File: src/rtl/translayer_pkg.sv
// Shared definitions for the egress transaction layer: default sizes, the
// supervisory FSM encoding and the threshold clamp helper.
package translayer_pkg;

  localparam int DEF_DATA_W = 6;
  localparam int DEF_DEPTH  = 8;
  localparam int DEF_ADDR_W = 3;

  typedef enum logic [2:0] {
    ST_RESET  = 3'd0,
    ST_INIT   = 3'd1,
    ST_IDLE   = 3'd2,
    ST_ACTIVE = 3'd3,
    ST_ERROR  = 3'd4
  } state_t;

  // Thresholds above the FIFO depth saturate; an almost-full threshold of 0
  // would stall the arbiter forever, so it means "full depth" instead.
  function automatic logic [7:0] clamp_thresh(input logic [7:0] val,
                                              input logic       zero_is_depth,
                                              input logic [7:0] depth);
    logic [7:0] res;
    res = val;
    if (zero_is_depth && (val == 8'd0)) res = depth;
    else if (val > depth)               res = depth;
    return res;
  endfunction

endpackage

File: src/rtl/translayer_merge_fifo.sv
// Output FIFO of the merge stage: one write port fed by the lane arbiter,
// registered read port, and a pulse when a push hits a full FIFO.
module fifo_merge_out #(
  parameter int DATA_W = 6,
  parameter int DEPTH  = 8,
  parameter int ADDR_W = 3
) (
  input  logic              clk,
  input  logic              reset,
  input  logic              i_push,
  input  logic [DATA_W-1:0] i_push_data,
  input  logic              i_pop,
  output logic [DATA_W-1:0] o_rd_data,
  output logic              o_rd_valid,
  output logic [ADDR_W:0]   o_count,
  output logic              o_full_err
);

  localparam logic [ADDR_W:0] FULL_CNT = (ADDR_W+1)'(DEPTH);

  logic [DATA_W-1:0] r_mem [DEPTH];
  logic [ADDR_W-1:0] r_wr_ptr;
  logic [ADDR_W-1:0] r_rd_ptr;
  logic [ADDR_W:0]   r_count;
  logic [DATA_W-1:0] r_rd_data;
  logic              r_rd_valid;
  logic              w_pop_ok;
  logic              w_push_ok;

  assign w_pop_ok  = i_pop && (r_count != '0);
  // A pop in the same cycle frees the slot, so a push into a full FIFO is fine then.
  assign w_push_ok = i_push && ((r_count != FULL_CNT) || w_pop_ok);

  always_ff @(posedge clk) begin
    if (w_push_ok) r_mem[r_wr_ptr] <= i_push_data;
  end

  always_ff @(posedge clk) begin
    if (reset) begin
      r_wr_ptr   <= '0;
      r_rd_ptr   <= '0;
      r_count    <= '0;
      r_rd_data  <= '0;
      r_rd_valid <= 1'b0;
    end else begin
      if (w_push_ok) r_wr_ptr <= r_wr_ptr + ADDR_W'(1);
      if (w_pop_ok) begin
        r_rd_data <= r_mem[r_rd_ptr];
        r_rd_ptr  <= r_rd_ptr + ADDR_W'(1);
      end
      // An underflowing pop leaves the read port exactly as it was.
      if (!(i_pop && (r_count == '0))) r_rd_valid <= w_pop_ok;
      case ({w_push_ok, w_pop_ok})
        2'b10:   r_count <= r_count + (ADDR_W+1)'(1);
        2'b01:   r_count <= r_count - (ADDR_W+1)'(1);
        default: r_count <= r_count;
      endcase
    end
  end

  assign o_rd_data  = r_rd_data;
  assign o_rd_valid = r_rd_valid;
  assign o_count    = r_count;
  assign o_full_err = i_push && !w_push_ok;

endmodule

File: src/rtl/translayer_merge.sv
// Egress merge: round-robin drains two lane FIFOs into one output FIFO under
// the init/idle/active/error supervisory FSM with programmable thresholds.
module translayer_merge
  import translayer_pkg::*;
#(
  parameter int DATA_W = DEF_DATA_W,
  parameter int DEPTH  = DEF_DEPTH,
  parameter int ADDR_W = DEF_ADDR_W
) (
  input  logic              clk,
  input  logic              reset,
  input  logic              init,
  input  logic [7:0]        UMF,
  input  logic [7:0]        UME,
  input  logic [DATA_W-1:0] data_in_0,
  input  logic              empty_0,
  output logic              pop_0,
  input  logic [DATA_W-1:0] data_in_1,
  input  logic              empty_1,
  output logic              pop_1,
  input  logic              pop_out,
  output logic [DATA_W-1:0] data_out,
  output logic              valid_out,
  output logic              empty_out,
  output logic              almost_full_out,
  output logic              almost_empty_out,
  output logic              error_out,
  output logic              active_out,
  output logic              idle_out,
  output logic [2:0]        state_out,
  output logic [ADDR_W:0]   count_out
);

  state_t            r_state;
  logic [ADDR_W:0]   r_umf;
  logic [ADDR_W:0]   r_ume;
  logic              r_rr;
  logic              r_inflight;
  logic              r_inflight_lane;
  logic [ADDR_W:0]   w_count;
  logic              w_full_err;
  logic              w_gate;
  logic              w_arb_en;
  logic              w_grant_0;
  logic              w_grant_1;
  logic [DATA_W-1:0] w_push_data;
  logic              w_err;

  // The word already requested from a lane counts against the threshold.
  assign w_gate    = ({1'b0, w_count} + {{(ADDR_W+1){1'b0}}, r_inflight}) < {1'b0, r_umf};
  assign w_arb_en  = (r_state == ST_ACTIVE) && w_gate;
  assign w_grant_0 = w_arb_en && !empty_0 && (empty_1 || !r_rr);
  assign w_grant_1 = w_arb_en && !empty_1 && (empty_0 || r_rr);
  assign pop_0     = w_grant_0;
  assign pop_1     = w_grant_1;

  assign w_push_data = r_inflight_lane ? data_in_1 : data_in_0;
  assign w_err       = (r_state != ST_RESET) &&
                       ((pop_out && (w_count == '0)) || w_full_err);

  fifo_merge_out #(
    .DATA_W (DATA_W),
    .DEPTH  (DEPTH),
    .ADDR_W (ADDR_W)
  ) u_fifo (
    .clk         (clk),
    .reset       (reset),
    .i_push      (r_inflight),
    .i_push_data (w_push_data),
    .i_pop       (pop_out),
    .o_rd_data   (data_out),
    .o_rd_valid  (valid_out),
    .o_count     (w_count),
    .o_full_err  (w_full_err)
  );

  always_ff @(posedge clk) begin
    if (reset) begin
      r_state         <= ST_RESET;
      r_umf           <= (ADDR_W+1)'(DEPTH);
      r_ume           <= '0;
      r_rr            <= 1'b0;
      r_inflight      <= 1'b0;
      r_inflight_lane <= 1'b0;
    end else begin
      r_inflight      <= w_grant_0 | w_grant_1;
      r_inflight_lane <= w_grant_1;
      // r_rr names the lane preferred next: the one not just served.
      if (w_grant_0 | w_grant_1) r_rr <= w_grant_0;
      if (w_err) begin
        r_state <= ST_ERROR;
      end else begin
        case (r_state)
          ST_RESET: r_state <= ST_INIT;
          ST_INIT: begin
            r_umf <= (ADDR_W+1)'(clamp_thresh(UMF, 1'b1, 8'(DEPTH)));
            r_ume <= (ADDR_W+1)'(clamp_thresh(UME, 1'b0, 8'(DEPTH)));
            if (!init) r_state <= ST_IDLE;
          end
          ST_IDLE: begin
            if (init)                     r_state <= ST_INIT;
            else if (!empty_0 || !empty_1) r_state <= ST_ACTIVE;
          end
          ST_ACTIVE: begin
            if (empty_0 && empty_1 && !r_inflight && (w_count == '0)) r_state <= ST_IDLE;
          end
          ST_ERROR: r_state <= ST_ERROR;
          default:  r_state <= ST_RESET;
        endcase
      end
    end
  end

  assign empty_out        = (w_count == '0);
  assign almost_full_out  = (w_count >= r_umf);
  assign almost_empty_out = (w_count <= r_ume);
  assign error_out        = (r_state == ST_ERROR);
  assign active_out       = (r_state == ST_ACTIVE);
  assign idle_out         = (r_state == ST_IDLE);
  assign state_out        = r_state;
  assign count_out        = w_count;

endmodule

File: config.mk
export PLATFORM = sky130hd
export DESIGN_NAME = translayer_merge
export DESIGN_NICKNAME = d
export VERILOG_FILES = /design/src/rtl/translayer_pkg.sv /design/src/rtl/translayer_merge_fifo.sv /design/src/rtl/translayer_merge.sv
export SDC_FILE = /design/constraint.sdc
export NUM_CORES = 1
export LEC_CHECK = 0
export ABC_AREA = 1
export CAP_MARGIN = 5
export CELL_PAD_IN_SITES_DETAIL_PLACEMENT = 0
export CELL_PAD_IN_SITES_GLOBAL_PLACEMENT = 2
export CORE_MARGIN = 2
export CORE_UTILIZATION = 34
export CTS_CLUSTER_DIAMETER = 120
export CTS_CLUSTER_SIZE = 14
export DETAILED_ROUTE_END_ITERATION = 10
export HOLD_SLACK_MARGIN = 0.06
export MAX_ROUTING_LAYER = met4
export PLACE_DENSITY_LB_ADDON = 0.1
export SYNTH_ARGS = -nofsm -noshare
export SYNTH_HDL_FRONTEND = slang
export SYNTH_SLANG_ARGS = --single-unit
File: constraint.sdc
create_clock -name clk -period 2.15 [get_ports clk]
set_input_delay 0.43 -clock clk [delete_from_list [all_inputs] [get_ports clk]]
set_output_delay 0.43 -clock clk [all_outputs]
set_load 0.005 [all_outputs]
* Word-level counts from Yosys, hierarchy flattened
Memories as Yosys holds them, arrays and structs flattened. A register that Yosys moved wholly into a read port is not among the register bits.
Cells that the tools add are included.
** Operators by class
- Add/subtract/negate cells :: 5
- Multiply operators :: 0
- Div/mod/pow operators :: 0
- Magnitude comparators :: 5
- Equal/unequal tests :: 13
- Shift-type cells :: 0
- Mux-type cells :: 13
- Bitwise gates (word level) :: 2
- Reductions and logical operators :: 33
** Operator list (count)
- $gt A8 B4 Y1 const B :: 2
- $mux W3 :: 5
- $pmux W3 S5 :: 1
- $logic_and A1 B1 Y1 :: 13
- $mux W4 :: 3
- $logic_not A8 Y1 :: 1
- $pmux W4 S2 :: 1
- $add A3 B1 Y3 const B :: 2
- $eq A3 B2 Y1 const B :: 2
- $mux W6 :: 1
- $reduce_and A3 Y1 :: 2
- $add A4 B1 Y5 :: 1
- $logic_not A1 Y1 :: 5
- $logic_or A1 B1 Y1 :: 5
- $lt A5 B4 Y1 :: 1
- $add A4 B1 Y4 const B :: 1
- $ge A4 B4 Y1 :: 1
- $le A4 B4 Y1 :: 1
- $logic_not A4 Y1 :: 1
- $ne A4 B2 Y1 const B :: 1
- $ne A4 B4 Y1 const B :: 1
- $reduce_bool A4 Y1 :: 1
- $sub A4 B1 Y4 const B :: 1
- $eq A3 B1 Y1 const B :: 1
- 16 further kinds :: 17
** Storage, ports and cells
- Register bits :: 25
- Latch bits :: 0
- Memory bits (writable) :: 48
- Memory bits (read-only) :: 0
- Input bits :: 34
- Output and inout bits :: 22
- Logic and storage cells :: 83
- Memories :: 1
** Memory list
- u_fifo.r_mem :: depth 8, bits a word 6, read ports 1, clocked after Yosys merged registers in 1, wr ports 1, line translayer_merge_fifo.sv:21 : logic [DATA_W-1:0] r_mem [DEPTH];

* Longest topological paths before layout
- Depth in word-level cells :: 10
- Mapped depth :: 14
- Mapped depth without buffers :: 14

* Hierarchy
Synthesis repeated with hierarchy kept, for this count alone.
** Unflattened totals
- Cell total of the unflattened synthesis :: 465
- Area, all modules :: 4102.7 sq um
** By module, submodules not included
- fifo_merge_out :: times used 1, cells each 304, area each 2900.3 sq um, sequential area each 1781.7 sq um
- translayer_merge :: times used 1, cells each 161, area each 1202.4 sq um, sequential area each 280.3 sq um

* Least setup slack after synthesis
OpenSTA, ideal clock, no wires.
- Kind :: reg2out
- Start :: register u_fifo.r_count[0] (netlist: u_fifo.o_count[0])
- End :: output port pop_0
- Arrival time :: 1.639 ns
- Required time :: 1.720 ns
- Setup slack :: 0.081 ns
- Cell stages (with the launch flop) :: 12
- Buffers on the path :: 0
- Cell sequence :: dfxtp_1 ha_1 ha_1 xor2_1 ha_1 nand2_1 nand2_1 nand3_1 nand2_1 inv_1 nand4_1 inv_1
** On the way
- Longest elaborated chain between the ends :: 5
** RTL lines
- from (decl) :: line translayer_merge_fifo.sv:24 : logic [ADDR_W:0] r_count;
- from (signal assigned) :: line translayer_merge_fifo.sv:54 : 2'b10: r_count <= r_count + (ADDR_W+1)'(1);
- from (signal assigned) :: line translayer_merge_fifo.sv:55 : 2'b01: r_count <= r_count - (ADDR_W+1)'(1);
- from (signal assigned) :: line translayer_merge_fifo.sv:56 : default: r_count <= r_count;
- $add A4 B1 Y5 :: line translayer_merge.sv:50 : assign w_gate = ({1'b0, w_count} + {{(ADDR_W+1){1'b0}}, r_inflight}) < {1'b0, r_umf};
- $lt A5 B4 Y1 :: line translayer_merge.sv:50
- $logic_and A1 B1 Y1 :: line translayer_merge.sv:51 : assign w_arb_en = (r_state == ST_ACTIVE) && w_gate;
- $logic_and A1 B1 Y1 (2 in a row) :: line translayer_merge.sv:52 : assign w_grant_0 = w_arb_en && !empty_0 && (empty_1 || !r_rr);
- to (decl) :: line translayer_merge.sv:17 : output logic pop_0,
No other way between the ends.

* Worst setup path in the final report
- Start :: register r_inflight
- End :: output port pop_0
** On the way
- Longest elaborated chain between the ends :: 5
** RTL lines
- from (decl) :: line translayer_merge.sv:38 : logic r_inflight;
- from (signal assigned) :: line translayer_merge.sv:86 : r_inflight <= w_grant_0 | w_grant_1;
- $add A4 B1 Y5 :: line translayer_merge.sv:50
- $lt A5 B4 Y1 :: line translayer_merge.sv:50
- $logic_and A1 B1 Y1 :: line translayer_merge.sv:51
- $logic_and A1 B1 Y1 (2 in a row) :: line translayer_merge.sv:52
No other way between the ends.

==> impl_metrics.tcl <==
set metrics [dict create \
    yosysUniqueCellTypes 36 \
    dp_cells 615 \
    max_stage_delay_ns 0.33 \
    syn_to_final_growth_pct 34.6 \
    nets 543 \
    wl_per_cell_um 14.8 \
    slowest_stage "dfxtp_2" \
    syn_area_per_cell_um2 9.56 \
    htree_levels 3 \
    cts.clk_slew.worst_paths_ns 0.06 \
    worstPathRequired_ns 1.72 \
    hp-start "r_ume[3]" \
    fillCellCount 1080 \
    hold_violations 0 \
    ys_async_sr_fraction_pct 0 \
    cap_violations 0 \
    status "complete, but fails checks" \
    drive_above_1_share_pct 22.2 \
    mostFrequentLayoutCells "nor2_1, clkdlybuf4s50_1, edfxtp_1" \
    ys_ff_latch 79 \
    slew_headroom_pct 68.0 \
    ys_seq_area_share_pct 53.7 \
    rows 38 \
    worstPathCellList "ha_4 -> ha_4 -> xor2_1 -> ha_1 -> nand2_1 -> inv_1 -> nand4_1 -> nand4_1 -> inv_1 -> buf_2" \
    grt_max_degree 27 \
    vias_per_cell 4.77 \
    cp-end-kind "primary output" \
    dr_wl_met2_mm 4.18 \
    cts_made_buffers 9 \
    antenna_cells 0 \
    top_layer_used "met4" \
    grt_first_pass_wirelength_mm 15.3 \
    grt_pass1_vias 3119 \
    setup_viol 2 \
    antenna_found_initial 0 \
    worstSetupPathType "flip-flop to primary output" \
    drc 0 \
    grt.total_usage_pct 17.6 \
    ir_drop_mv 0.436 \
    rsz0062_at_grt "true" \
    pre_cts_ws_ns -0.419 \
    final_core_util_pct 47.3 \
    cp_max_fo 3 \
    synth_top_flop_cell "edfxtp_1" \
    die_area_mm2 0.0122 \
    worstMarginPinSlew_ns 0.479 \
    vias 3030 \
    r2r-start "u_fifo.o_count[1]" \
    cts_sinks 79 \
    wl_met1_mm 4.77 \
    placed_cell_area_mm2 0.00472 \
    yosysWarnings 0 \
    power_density_mw_per_mm2 1140 \
    start_kind "flip-flop" \
    violations "setup timing" \
    syn_area_mm2 0.00384 \
    drt_iter0_drc 130 \
    ant_nets 0 \
    synthCells 402 \
    cts_tree "done" \
    finClkSkew_ns 0.0111 \
    fin_cells 635 \
    firstDrtPassIters 4 \
    p_leak_nw 1.97 \
    grt-ovfl-total 0 \
    core_mm2 0.0109 \
    portBuffers 55 \
    slew_violations 0 \
    clock_path_buffers 2 \
    post-dp-hpwl_mm 6.75 \
    cp_data_arrival_time_ns 1.98 \
    die_h_um 110 \
    min_period_ns 2.41 \
    fin_area_mm2 0.00517 \
    critPathLaunch "r_inflight" \
    drt-total-wl_mm 9.40 \
    synth_enable_flop_cells 48 \
    synth_fp_nets 455 \
    layout_commonest_cell "nor2_1" \
    wl_met3_um 312 \
    min_path_type "flip-flop to flip-flop" \
    die_w_um 110 \
    pin_count 56 \
    gp_congestion 0.790 \
    max_freq_mhz 416 \
    clk_latency_ns 0.34 \
    fin_crit_sh_pct 112 \
    initial_core_util_pct 35.1 \
    holdBufCountCts 0 \
    root_buffer "clkbuf_16" \
    fin_ws_ns -0.256 \
]
stage by stage:
stage	total power [mW]	setup TNS (ns)	hold WS, ns
2_1_floorplan	3.27	0	0.430
3_3_place_gp	4.24	-1.29	0.450
3_5_place_dp	4.26	-1.39	0.453
4_1_cts	5.81	-0.600	0.461
5_1_grt	6.35	-0.853	0.483
6_report	5.92	-0.507	0.457
kinds of logic (layout without fill, tap and decap cells):
logic type,after synthesis,after routing,synth area share (%)
compound gates,80,80,12.3
xor+xnor,4,4,0.912
fa+ha+maj,19,19,6.38
buf+inv,57,150,6.38
flops,79,79,53.7
mux,6,6,1.76
simple gates,157,157,18.6
layer usage:
layer / vias up / track usage [%]
li1: 1556 / -
met1: 1412 / 23.9
met2: 51 / 26.0
met3: 11 / 4.23
met4: 0 / 5.63
met5: - / -
cell type report:
class	count	area (µm²)	area share, %
tap	140	175	3.39
multi-input combinational	266	1650	31.9
timing repair buffer	90	803	15.5
clock inverter	5	56.3	1.09
sequential	79	2070	40.1
inverter	44	168	3.24
clock buffer	11	243	4.70
sequential cells by signal, summed over array words and instances, names as in the netlist:
name	flops
u_fifo.r_mem	48
u_fifo.o_rd_data	6
r_ume	4
r_umf	4
u_fifo.o_count	4
state_out	3
u_fifo.r_rd_ptr	3
u_fifo.r_wr_ptr	3
r_inflight	1
r_inflight_lane	1
r_rr	1
u_fifo.o_rd_valid	1
synth_stat cells (3+ instances only):
| cell type | n | area [µm²] |
|---|---|---|
| nor2_1 | 65 | 244 |
| edfxtp_1 | 48 | 1440 |
| nand2_1 | 46 | 173 |
| inv_1 | 37 | 139 |
| dfxtp_1 | 31 | 621 |
| o21ai_0 | 31 | 155 |
| a21oi_1 | 22 | 110 |
| ha_1 | 18 | 225 |
| nand3_1 | 15 | 75.1 |
| o211ai_1 | 14 | 105 |
| nand4_1 | 12 | 75.1 |
| nand2_2 | 9 | 56.3 |
| a21oi_2 | 6 | 52.6 |
| inv_2 | 6 | 22.5 |
| mux2_2 | 6 | 67.6 |
| buf_2 | 4 | 20.0 |
| clkbuf_1 | 3 | 11.3 |
| o21ai_1 | 3 | 15.0 |
where the power goes:
part	total (mW)	switching [mW]	internal, mW
Clock	1.52	0.586	0.931
Combinational	2.51	1.39	1.12
Sequential	1.88	0.118	1.77
Total	5.92	2.09	3.82
critical path, delay by kind of cell, from the launching register on:
kind | cells | cell delay [ns]
xor gates and xnor gates | 1 | 0.14
adders and majority gates | 3 | 0.60
DFF | 1 | 0.33
and+or+nand+nor | 3 | 0.35
buffers and inverters | 3 | 0.21
repair_timing:
item / in CTS / in global routing
setup buffers: 0 / 4
gates cloned: 0 / 0
pin swaps: 4 / 12
gates resized for setup: 32 / 19
endpoints found under the setup margin: 8 / 9
path summary, 6_finish.rpt:
| check | slack (ns) | to | cells after the start |
|---|---|---|---|
| worst min register to register | 0.46 | r_ume[3] | 2 |
| worst max register to register | 0.16 | u_fifo.o_count[3] | 15 |
| worst max-delay path | -0.26 | pop_0 | 10 |
| worst min-delay path | 0.46 | r_ume[3] | 2 |
No activity file was read; power rests on OpenSTA's default activity.
